**config.mk**
```make
export PLATFORM = sky130hd
export DESIGN_NAME = lc3_memaccess_ctrl_flat
export DESIGN_NICKNAME = d
export VERILOG_FILES = /design/src/rtl/lc3_memaccess_ctrl_pkg.sv /design/src/rtl/lc3_memaccess_ctrl_if.sv /design/src/rtl/lc3_mem_wait_timer.sv /design/src/rtl/lc3_memaccess_ctrl.sv /design/src/flat_wrapper.sv
export SDC_FILE = /design/constraint.sdc
export NUM_CORES = 1
export LEC_CHECK = 0
export ABC_AREA = 1
export BUFFER_PORTS_ARGS = -buffer_cell sky130_fd_sc_hd__buf_4
export CORE_ASPECT_RATIO = 1.75
export CORE_MARGIN = 5
export CORE_UTILIZATION = 35
export DETAILED_ROUTE_END_ITERATION = 7
export GPL_TIMING_DRIVEN = 1
export PLACE_DENSITY = 0.59
export SETUP_SLACK_MARGIN = 0.2
export SLEW_MARGIN = 20
export SYNTH_ARGS = -nofsm -noshare
export SYNTH_HDL_FRONTEND = slang
export SYNTH_SLANG_ARGS = --single-unit
```
**constraint.sdc**
```tcl
create_clock -name clock -period 2.6 [get_ports clock]
set_input_delay 0.78 -clock clock [delete_from_list [all_inputs] [get_ports clock]]
set_output_delay 0.78 -clock clock [all_outputs]
set_load 0.01 [all_outputs]
```
**src/rtl/lc3_memaccess_ctrl_pkg.sv**
```systemverilog
// lc3_memaccess_ctrl_pkg
// Shared types for the LC3 memory-access controller: the request opcode
// (mem_op_e) and the externally visible access phase (mem_state_e). The
// encodings are fixed because requester agents and scoreboards decode them.
package lc3_memaccess_ctrl_pkg;

  typedef enum logic [1:0] {
    OP_LD  = 2'd0,
    OP_LDI = 2'd1,
    OP_ST  = 2'd2,
    OP_STI = 2'd3
  } mem_op_e;

  typedef enum logic [1:0] {
    MS_READ     = 2'd0,
    MS_INDIRECT = 2'd1,
    MS_WRITE    = 2'd2,
    MS_IDLE     = 2'd3
  } mem_state_e;

  // First data-memory phase issued for an accepted request.
  function automatic mem_state_e first_phase(input mem_op_e op);
    case (op)
      OP_LD:   first_phase = MS_READ;
      OP_ST:   first_phase = MS_WRITE;
      default: first_phase = MS_INDIRECT;
    endcase
  endfunction

endpackage

```
**src/rtl/lc3_memaccess_ctrl_if.sv**
```systemverilog
// lc3_memaccess_ctrl_if
// Request/response and data-memory bus of the LC3 memory-access stage.
//   slave  : the controller (accepts requests, drives the data memory)
//   master : the environment (issues requests, answers as the memory)
// Signals:
//   req_valid/req_ready/req_op/req_addr/req_wdata  request handshake
//   DMem_en/DMem_rd/DMem_addr/DMem_din              memory access strobe
//   DMem_dout/DMem_ready                            memory answer
//   mem_state/memout/rsp_valid/rsp_err              status and response
interface lc3_memaccess_ctrl_if #(
  parameter int ADDR_W = 16,
  parameter int DATA_W = 16
);
  import lc3_memaccess_ctrl_pkg::*;

  logic              req_valid;
  logic              req_ready;
  mem_op_e           req_op;
  logic [ADDR_W-1:0] req_addr;
  logic [DATA_W-1:0] req_wdata;

  logic              DMem_en;
  logic              DMem_rd;
  logic [ADDR_W-1:0] DMem_addr;
  logic [DATA_W-1:0] DMem_din;
  logic [DATA_W-1:0] DMem_dout;
  logic              DMem_ready;

  mem_state_e        mem_state;
  logic [DATA_W-1:0] memout;
  logic              rsp_valid;
  logic              rsp_err;

  modport slave (
    input  req_valid, req_op, req_addr, req_wdata, DMem_dout, DMem_ready,
    output req_ready, DMem_en, DMem_rd, DMem_addr, DMem_din,
           mem_state, memout, rsp_valid, rsp_err
  );

  modport master (
    output req_valid, req_op, req_addr, req_wdata, DMem_dout, DMem_ready,
    input  req_ready, DMem_en, DMem_rd, DMem_addr, DMem_din,
           mem_state, memout, rsp_valid, rsp_err
  );

endinterface

```
**src/rtl/lc3_mem_wait_timer.sv**
```systemverilog
// lc3_mem_wait_timer
// Counts wait cycles of one data-memory phase and flags the last allowed one.
// Ports:
//   clock, reset (async, active-low)
//   clear  : controller idle, counter held at zero
//   tick   : a phase is in progress this cycle
//   ready  : memory completes the phase this cycle
//   expire : this is cycle WAIT_MAX of the phase (the last one allowed)
// WAIT_MAX = 0 disables the timeout: expire is tied low.
module lc3_mem_wait_timer #(
  parameter int WAIT_MAX = 15
) (
  input  logic clock,
  input  logic reset,
  input  logic clear,
  input  logic tick,
  input  logic ready,
  output logic expire
);

  if (WAIT_MAX == 0) begin : g_off
    logic unused_in;
    assign unused_in = clear ^ tick ^ ready ^ clock ^ reset;
    assign expire    = 1'b0;
  end else begin : g_on
    localparam int CW = $clog2(WAIT_MAX + 1);
    logic [CW-1:0] cnt_q;

    // A completed phase restarts the count for the phase that follows it;
    // the count parks at WAIT_MAX so it can never wrap.
    always_ff @(posedge clock or negedge reset) begin
      if (!reset) begin
        cnt_q <= '0;
      end else if (clear || (tick && ready)) begin
        cnt_q <= '0;
      end else if (tick && (cnt_q != CW'(WAIT_MAX))) begin
        cnt_q <= cnt_q + CW'(1);
      end
    end

    assign expire = (cnt_q == CW'(WAIT_MAX));
  end

endmodule

```
**src/rtl/lc3_memaccess_ctrl.sv**
```systemverilog
// lc3_memaccess_ctrl
// LC3 memory-access stage controller. Accepts one LD/LDI/ST/STI request at a
// time and sequences the indirect-pointer fetch and the data read/write
// against a data memory that may stall with DMem_ready low. A phase that
// sees no DMem_ready within WAIT_MAX+1 cycles aborts the whole request with
// rsp_err. All outputs come from registers.
// Ports:
//   clock, reset (async, active-low)
//   bus (lc3_memaccess_ctrl_if.slave): request handshake, data-memory bus,
//       mem_state, memout (last load data, held), rsp_valid/rsp_err pulse
module lc3_memaccess_ctrl
  import lc3_memaccess_ctrl_pkg::*;
#(
  parameter int ADDR_W   = 16,
  parameter int DATA_W   = 16,
  parameter int WAIT_MAX = 15
) (
  input  logic                 clock,
  input  logic                 reset,
  lc3_memaccess_ctrl_if.slave  bus
);

  mem_state_e        state_q, state_d;
  mem_op_e           op_q;
  logic [DATA_W-1:0] wdata_q;
  // Access address; after an indirect fetch it holds the pointer.
  logic [ADDR_W-1:0] addr_q;
  logic [DATA_W-1:0] din_q;
  logic [DATA_W-1:0] memout_q;
  logic              rsp_valid_q;
  logic              rsp_err_q;

  logic idle, accept, phase_ok, phase_abort, expire;

  assign idle        = (state_q == MS_IDLE);
  assign accept      = idle && bus.req_valid;
  assign phase_ok    = !idle && bus.DMem_ready;
  // Ready in the last allowed cycle wins over the timeout.
  assign phase_abort = !idle && !bus.DMem_ready && expire;

  lc3_mem_wait_timer #(.WAIT_MAX(WAIT_MAX)) u_timer (
    .clock  (clock),
    .reset  (reset),
    .clear  (idle),
    .tick   (!idle),
    .ready  (bus.DMem_ready),
    .expire (expire)
  );

  // State register
  always_ff @(posedge clock or negedge reset) begin
    if (!reset) state_q <= MS_IDLE;
    else        state_q <= state_d;
  end

  // Next-state logic
  always_comb begin
    state_d = state_q;
    case (state_q)
      MS_IDLE: begin
        if (bus.req_valid) state_d = first_phase(bus.req_op);
      end
      MS_INDIRECT: begin
        if (bus.DMem_ready)  state_d = (op_q == OP_LDI) ? MS_READ : MS_WRITE;
        else if (expire)     state_d = MS_IDLE;
      end
      default: begin
        if (bus.DMem_ready || expire) state_d = MS_IDLE;
      end
    endcase
  end

  // Output decode of the current phase
  always_comb begin
    bus.req_ready = idle;
    bus.DMem_en   = !idle;
    bus.DMem_rd   = (state_q != MS_WRITE);
  end

  // Latched request, pointer, write data, load data and response pulse
  always_ff @(posedge clock or negedge reset) begin
    if (!reset) begin
      op_q        <= OP_LD;
      wdata_q     <= '0;
      addr_q      <= '0;
      din_q       <= '0;
      memout_q    <= '0;
      rsp_valid_q <= 1'b0;
      rsp_err_q   <= 1'b0;
    end else begin
      rsp_valid_q <= 1'b0;
      rsp_err_q   <= 1'b0;
      if (accept) begin
        op_q    <= bus.req_op;
        wdata_q <= bus.req_wdata;
        addr_q  <= bus.req_addr;
        // DMem_din only changes when a write phase is about to start.
        if (bus.req_op == OP_ST) din_q <= bus.req_wdata;
      end
      if (phase_ok) begin
        case (state_q)
          MS_INDIRECT: begin
            addr_q <= bus.DMem_dout[ADDR_W-1:0];
            if (op_q == OP_STI) din_q <= wdata_q;
          end
          MS_READ: begin
            memout_q    <= bus.DMem_dout;
            rsp_valid_q <= 1'b1;
          end
          default: rsp_valid_q <= 1'b1;
        endcase
      end
      if (phase_abort) begin
        rsp_valid_q <= 1'b1;
        rsp_err_q   <= 1'b1;
      end
    end
  end

  assign bus.mem_state = state_q;
  assign bus.DMem_addr = addr_q;
  assign bus.DMem_din  = din_q;
  assign bus.memout    = memout_q;
  assign bus.rsp_valid = rsp_valid_q;
  assign bus.rsp_err   = rsp_err_q;

endmodule

```
**src/flat_wrapper.sv**
```systemverilog
// flat-port wrapper written by rule: the top's interface ports become plain ports
module lc3_memaccess_ctrl_flat import lc3_memaccess_ctrl_pkg::*;
#(
  parameter int ADDR_W   = 16,
  parameter int DATA_W   = 16,
  parameter int WAIT_MAX = 15
)
  (clock, reset, bus_req_valid, bus_req_op, bus_req_addr, bus_req_wdata, bus_DMem_dout, bus_DMem_ready, bus_req_ready, bus_DMem_en, bus_DMem_rd, bus_DMem_addr, bus_DMem_din, bus_mem_state, bus_memout, bus_rsp_valid, bus_rsp_err);
  lc3_memaccess_ctrl_if #(.ADDR_W(ADDR_W), .DATA_W(DATA_W)) bus_i ();
  input  logic clock;
  input  logic reset;
  input wire logic [$bits(bus_i.req_valid)-1:0] bus_req_valid;
  input wire logic [$bits(bus_i.req_op)-1:0] bus_req_op;
  input wire logic [$bits(bus_i.req_addr)-1:0] bus_req_addr;
  input wire logic [$bits(bus_i.req_wdata)-1:0] bus_req_wdata;
  input wire logic [$bits(bus_i.DMem_dout)-1:0] bus_DMem_dout;
  input wire logic [$bits(bus_i.DMem_ready)-1:0] bus_DMem_ready;
  output wire logic [$bits(bus_i.req_ready)-1:0] bus_req_ready;
  output wire logic [$bits(bus_i.DMem_en)-1:0] bus_DMem_en;
  output wire logic [$bits(bus_i.DMem_rd)-1:0] bus_DMem_rd;
  output wire logic [$bits(bus_i.DMem_addr)-1:0] bus_DMem_addr;
  output wire logic [$bits(bus_i.DMem_din)-1:0] bus_DMem_din;
  output wire logic [$bits(bus_i.mem_state)-1:0] bus_mem_state;
  output wire logic [$bits(bus_i.memout)-1:0] bus_memout;
  output wire logic [$bits(bus_i.rsp_valid)-1:0] bus_rsp_valid;
  output wire logic [$bits(bus_i.rsp_err)-1:0] bus_rsp_err;
  assign bus_i.req_valid = bus_req_valid;
  assign bus_i.req_op = bus_req_op;
  assign bus_i.req_addr = bus_req_addr;
  assign bus_i.req_wdata = bus_req_wdata;
  assign bus_i.DMem_dout = bus_DMem_dout;
  assign bus_i.DMem_ready = bus_DMem_ready;
  assign bus_req_ready = bus_i.req_ready;
  assign bus_DMem_en = bus_i.DMem_en;
  assign bus_DMem_rd = bus_i.DMem_rd;
  assign bus_DMem_addr = bus_i.DMem_addr;
  assign bus_DMem_din = bus_i.DMem_din;
  assign bus_mem_state = bus_i.mem_state;
  assign bus_memout = bus_i.memout;
  assign bus_rsp_valid = bus_i.rsp_valid;
  assign bus_rsp_err = bus_i.rsp_err;
  lc3_memaccess_ctrl #(.ADDR_W(ADDR_W), .DATA_W(DATA_W), .WAIT_MAX(WAIT_MAX)) u_core (.clock(clock), .reset(reset), .bus(bus_i));
endmodule
```
; ---- Word level (Yosys, flattened, before mapping)
; Index checks and enable logic that the tools add are counted.
[word_totals]
word_cells = 56
mem_bits_rw = 0
n_memories = 0
ff_bits = 74
mem_bits_ro = 0
out_inout_bits = 55
latch_bits = 0
[op_classes]
reduce_logical = 15
bitwise = 0
n_lt_le_gt_ge = 0
n_mul = 0
n_eq_ne = 10
n_mux = 21
shifts = 0
n_div = 0
add_sub_neg = 1
[ops]
columns = cell, n
row1 = 2-to-1 mux 16 bit, 8
row2 = 2-to-1 mux 2 bit, 5
row3 = 2-to-1 mux 4 bit, 2
row4 = case mux 2 bit (2 select lines), 2
row5 = equality test 2 bit (second input constant), 3
row6 = logical AND 1 bit, 5
row7 = adder 4 x 1 -> 4 bit (second input constant), 1
row8 = equality test 2 x 1 -> 1 bit (second input constant), 2
row9 = equality test 4 bit (second input constant), 1
row10 = zero test 2 bit, 2
row11 = 2-to-1 mux 1 bit, 4
row12 = != test 2 bit (second input constant), 2
row13 = != test 4 bit (second input constant), 1
row14 = != test 3 x 2 -> 1 bit (second input constant), 1
row15 = AND reduction 3 bit, 1
row16 = nonzero test 3 bit, 1
row17 = zero test 1 bit, 2
row18 = logical OR 1 bit, 2
row19 = AND reduction 2 bit, 1
row20 = nonzero test 2 bit, 1

; ---- Logic depth before layout (Yosys ltp)
[depth]
word_depth = 6
depth_mapped = 8
mapped_depth_nobuf = 7

; ---- Cells and area by module
; Synthesis repeated with hierarchy kept, for this count alone.
[unflattened]
cells_unflattened = 414
area_unflattened_um2 = 3413.3
[modules_own_cells]
columns = mod, instances, area_per_inst_um2, cells_per_inst, seq_area_each_um2
row1 = lc3_memaccess_ctrl, 1, 3180.6, 384, 1754.2
row2 = lc3_mem_wait_timer, 1, 232.7, 30, 100.1

; ---- Worst setup path before layout
; OpenSTA, ideal clock, no wires.
[synth_path]
path_kind = register -> output
start = register u_core.state_q[1], in the netlist u_core.bus.mem_state[1]
end = output port bus_req_ready
path_buffers = 0
path_slack_ns = 0.961
t_required_ns = 1.820
arrival_ns = 0.859
stages_incl_launch_ff = 3
cell_sequence = dfstp_2 nand2_2 inv_1
[synth_via]
elab_chain_len = 1
[synth_rtl]
columns = item, line_no
row1 = from (decl), lc3_memaccess_ctrl.sv:23  ; mem_state_e state_q, state_d;
row2 = from (signal assigned), lc3_memaccess_ctrl.sv:53  ; else state_q <= state_d;
row3 = equality test 2 bit, lc3_memaccess_ctrl.sv:35  ; assign idle = (state_q == MS_IDLE);
row4 = to (decl), flat_wrapper.sv:18  ; output wire logic [$bits(bus_i.req_ready)-1:0] bus_req_ready;
; No other way between the ends.

; ---- Worst setup path in the final report
; Ends and elaborated chain as after synthesis.

==> key figures <==
Run status
  • Status: completed

Min path
  • Min-delay worst type: in2async

Clocking
  • Clock Path Buffers: 2
  • CTS HTree Levels: 3
  • Clk slew on worst S/H paths: 0.06 ns
  • CTS Sinks: 74
  • Hold buffer count at cts: 0
  • Post-cts sizing count: 0
  • Clock Latency Late Sink: 0.33 ns
  • Cts bufs inserted: 9
  • Post-CTS setup buffers: 0
  • CTS tree: yes
  • Root Driver: clkbuf_16

Yosys
  • Top cell type's share of synthesized area: 52.0%
  • Largest cells by area after synthesis: dfrtp_1 (52%), nand2_1 (10%), inv_1 (8.2%)
  • Register area share after synthesis: 53.5%
  • Synth Cell Area: 3470 µm²
  • Syn Inst Count: 424
  • Yosys warnings: 0
  • Cell taking the most area after synthesis: dfrtp_1
  • Mean Syn Cell Area: 8.18 µm²
  • Syn nets: 479
  • Synthesis-stage register bit count: 74
  • Distinct cells, synth: 24

GRT
  • Total global-route track usage: 15.9%
  • First-pass GRT wire length: 15100 µm
  • Initial antenna violation count: 0
  • GR Overflow Total: 0
  • Pin count of the biggest net entering global routing: 67
  • Vias in the first global route: 3064

Routing
  • First-pass DRT Iterations: 4
  • Total wire length: 9380 µm
  • DRC Markers: 0
  • Wire per inst: 14.3 µm
  • Via count: 3115
  • DRT iter0 DRCs: 108
  • Vias per inst: 4.74
  • Antenna viol nets, final: 0

Pwr
  • Leakage: 2.47 nW
  • Max VDD drop: 453 µV
  • Pwr Density: 1180 nW/µm²

Die
  • # rows: 48
  • CORE AREA: 9790 µm²
  • Die Y: 142 µm
  • Chip width: 85.2 µm
  • # IOs: 109
  • Initial Util: 35.4%
  • Full die area: 12100 µm²

Timing
  • Fmax: 0.482 GHz
  • Tmin final: 2.08 ns
  • Fin. Hold Viols: 0
  • Final worst path period share: 79.9%
  • Final slew viol count: 0
  • Max transition margin: 47.1%
  • Clk_skew: 0.00558 ns
  • Unrepaired setup endpoints after global routing: no
  • Worst slew pin tran: 0.792 ns
  • Setup violators final: 0
  • Hold Worst Slack: 0.416 ns
  • TNS Setup: 0 ns

Final layout
  • Fillers: 996
  • Share of post-route cells with drive strength above 1: 26.1%
  • Most frequent cells in the layout: buf_4 (113), nand2_1 (95), inv_1 (76), dfrtp_1 (72), nand3_1 (53)
  • Commonest non-fill, non-tap cell in the layout: buf_4
  • Area of the multi-input gates: 1210 µm²
  • Antenna fix cells: 0
  • Layout Utilization: 47.9%
  • Area growth syn-to-layout: 35.3%
  • # nets final: 583
  • Area taken by flip-flops and latches: 1850 µm²

Critical path
  • CP Data Arrival Time: 1.30 ns
  • Reg2Reg Depth: 6
  • CP Launch Type: flop
  • Worst r2r src: u_core.bus.mem_state[0]$_DFFE_PN1P_
  • CP Capture Type: primary output
  • Critical path type: reg2out
  • Critical path peak fanout: 7
  • Reg2reg setup slack: 0.69 ns
  • Worst Path Required: 1.82 ns
  • Reg2reg end: u_core.bus.DMem_din[10]$_DFF_PN0_

Placed design
  • PortBufs: 108
  • Detailed placer's ending HPWL: 6720 µm
  • GPL Wtd Cong: 0.783

Run
  • Max Cap Viol: 0
==> area by class of cell <==
class / count / share of cell area, %
Sequential cell: 74 / 39.5
Multi-Input combinational cell: 251 / 25.8
Timing Repair Buffer: 115 / 18.9
Inverter: 77 / 6.16
Clock buffer: 13 / 5.97
Tap cell: 125 / 3.33
Clock inverter: 2 / 0.213
==> worst max-delay path: stages (launching register included) <==
cell     delay (ns)
dfstp_2        0.63
nand2_2        0.14
inv_1          0.08
buf_4          0.11
==> where the power goes <==
group	leakage, nW	internal [mW]	switching (mW)
registers	0.895	1.72	0.319
logic	1.43	1.06	1.24
clock network	0.147	0.741	0.451
total	2.47	3.52	2.01
==> worst max-delay path by stage <==
stage | start | endpoint | slack, ns | cells past startpoint
after CTS | u_core.bus.mem_state[1]$_DFFE_PN1P_ | bus_req_ready | 0.51 | 3
after detailed placement | bus_DMem_ready | u_core.bus.DMem_din[10]$_DFF_PN0_ | 0.57 | 5
after global routing | u_core.bus.mem_state[1]$_DFFE_PN1P_ | bus_req_ready | 0.46 | 3
after floorplan | u_core.bus.mem_state[1]$_DFFE_PN1P_ | bus_req_ready | 0.96 | 2
final | u_core.bus.mem_state[1]$_DFFE_PN1P_ | bus_req_ready | 0.52 | 3
after global placement | bus_req_valid | u_core.bus.DMem_addr[14]$_DFF_PN0_ | 0.65 | 5
==> synth_stat cells <==
library cell   n
nor2_4         2
clkbuf_1       9
buf_4          3
buf_2          6
nor2_2         1
nand3_1       53
dfrtp_1       72
o22ai_1        1
o21ai_0       40
inv_1         76
nand4_1        1
o211ai_1       1
a31oi_1       16
buf_6          2
buf_1          2
inv_2          1
nand2_1       95
nor2_1        19
ha_1           1
dfstp_2        2
o21bai_1      16
a21oi_1        2
nand2_2        2
nand3_2        1
==> flip-flops by register name, indices dropped and copies added, names as in the netlist <==
register / count
u_core.bus.rsp_valid: 1
u_core.bus.rsp_err: 1
u_core.bus.DMem_addr: 16
u_core.op_q: 2
u_core.bus.DMem_din: 16
u_core.bus.memout: 16
u_core.wdata_q: 16
u_core.u_timer.g_on.cnt_q: 4
u_core.bus.mem_state: 2
==> metrics by stage <==
step	instance area [µm²]	power [mW]	setup slack (ns)	cells
after floorplan	3470	3.31	0.961	424
after global placement	4400	4.32	0.646	642
after detailed placement	4400	4.40	0.573	642
after CTS	4690	5.62	0.510	657
after global routing	4690	5.96	0.461	657
final	4690	5.53	0.524	657
==> logic make-up (layout without fill, tap and decap cells) <==
| kind of cell | count (synthesis) | count (layout) | share of synthesized area [%] |
|---|---|---|---|
| AO/OA/AOI/OAI | 76 | 76 | 12.8 |
| adder cells (fa/ha/maj) | 1 | 1 | 0.361 |
| AND/OR/NAND/NOR | 174 | 174 | 21.7 |
| flip-flops | 74 | 74 | 53.5 |
| buffers and inverters | 99 | 207 | 11.7 |
==> per-layer routing <==
metal	part of all wire, %	global-route usage (%)
met3	4.8	3.66
met5	0	0
met2	55	29.0
met1	38	17.3
met4	2.3	6.84
(Power assumes the default switching activity.)
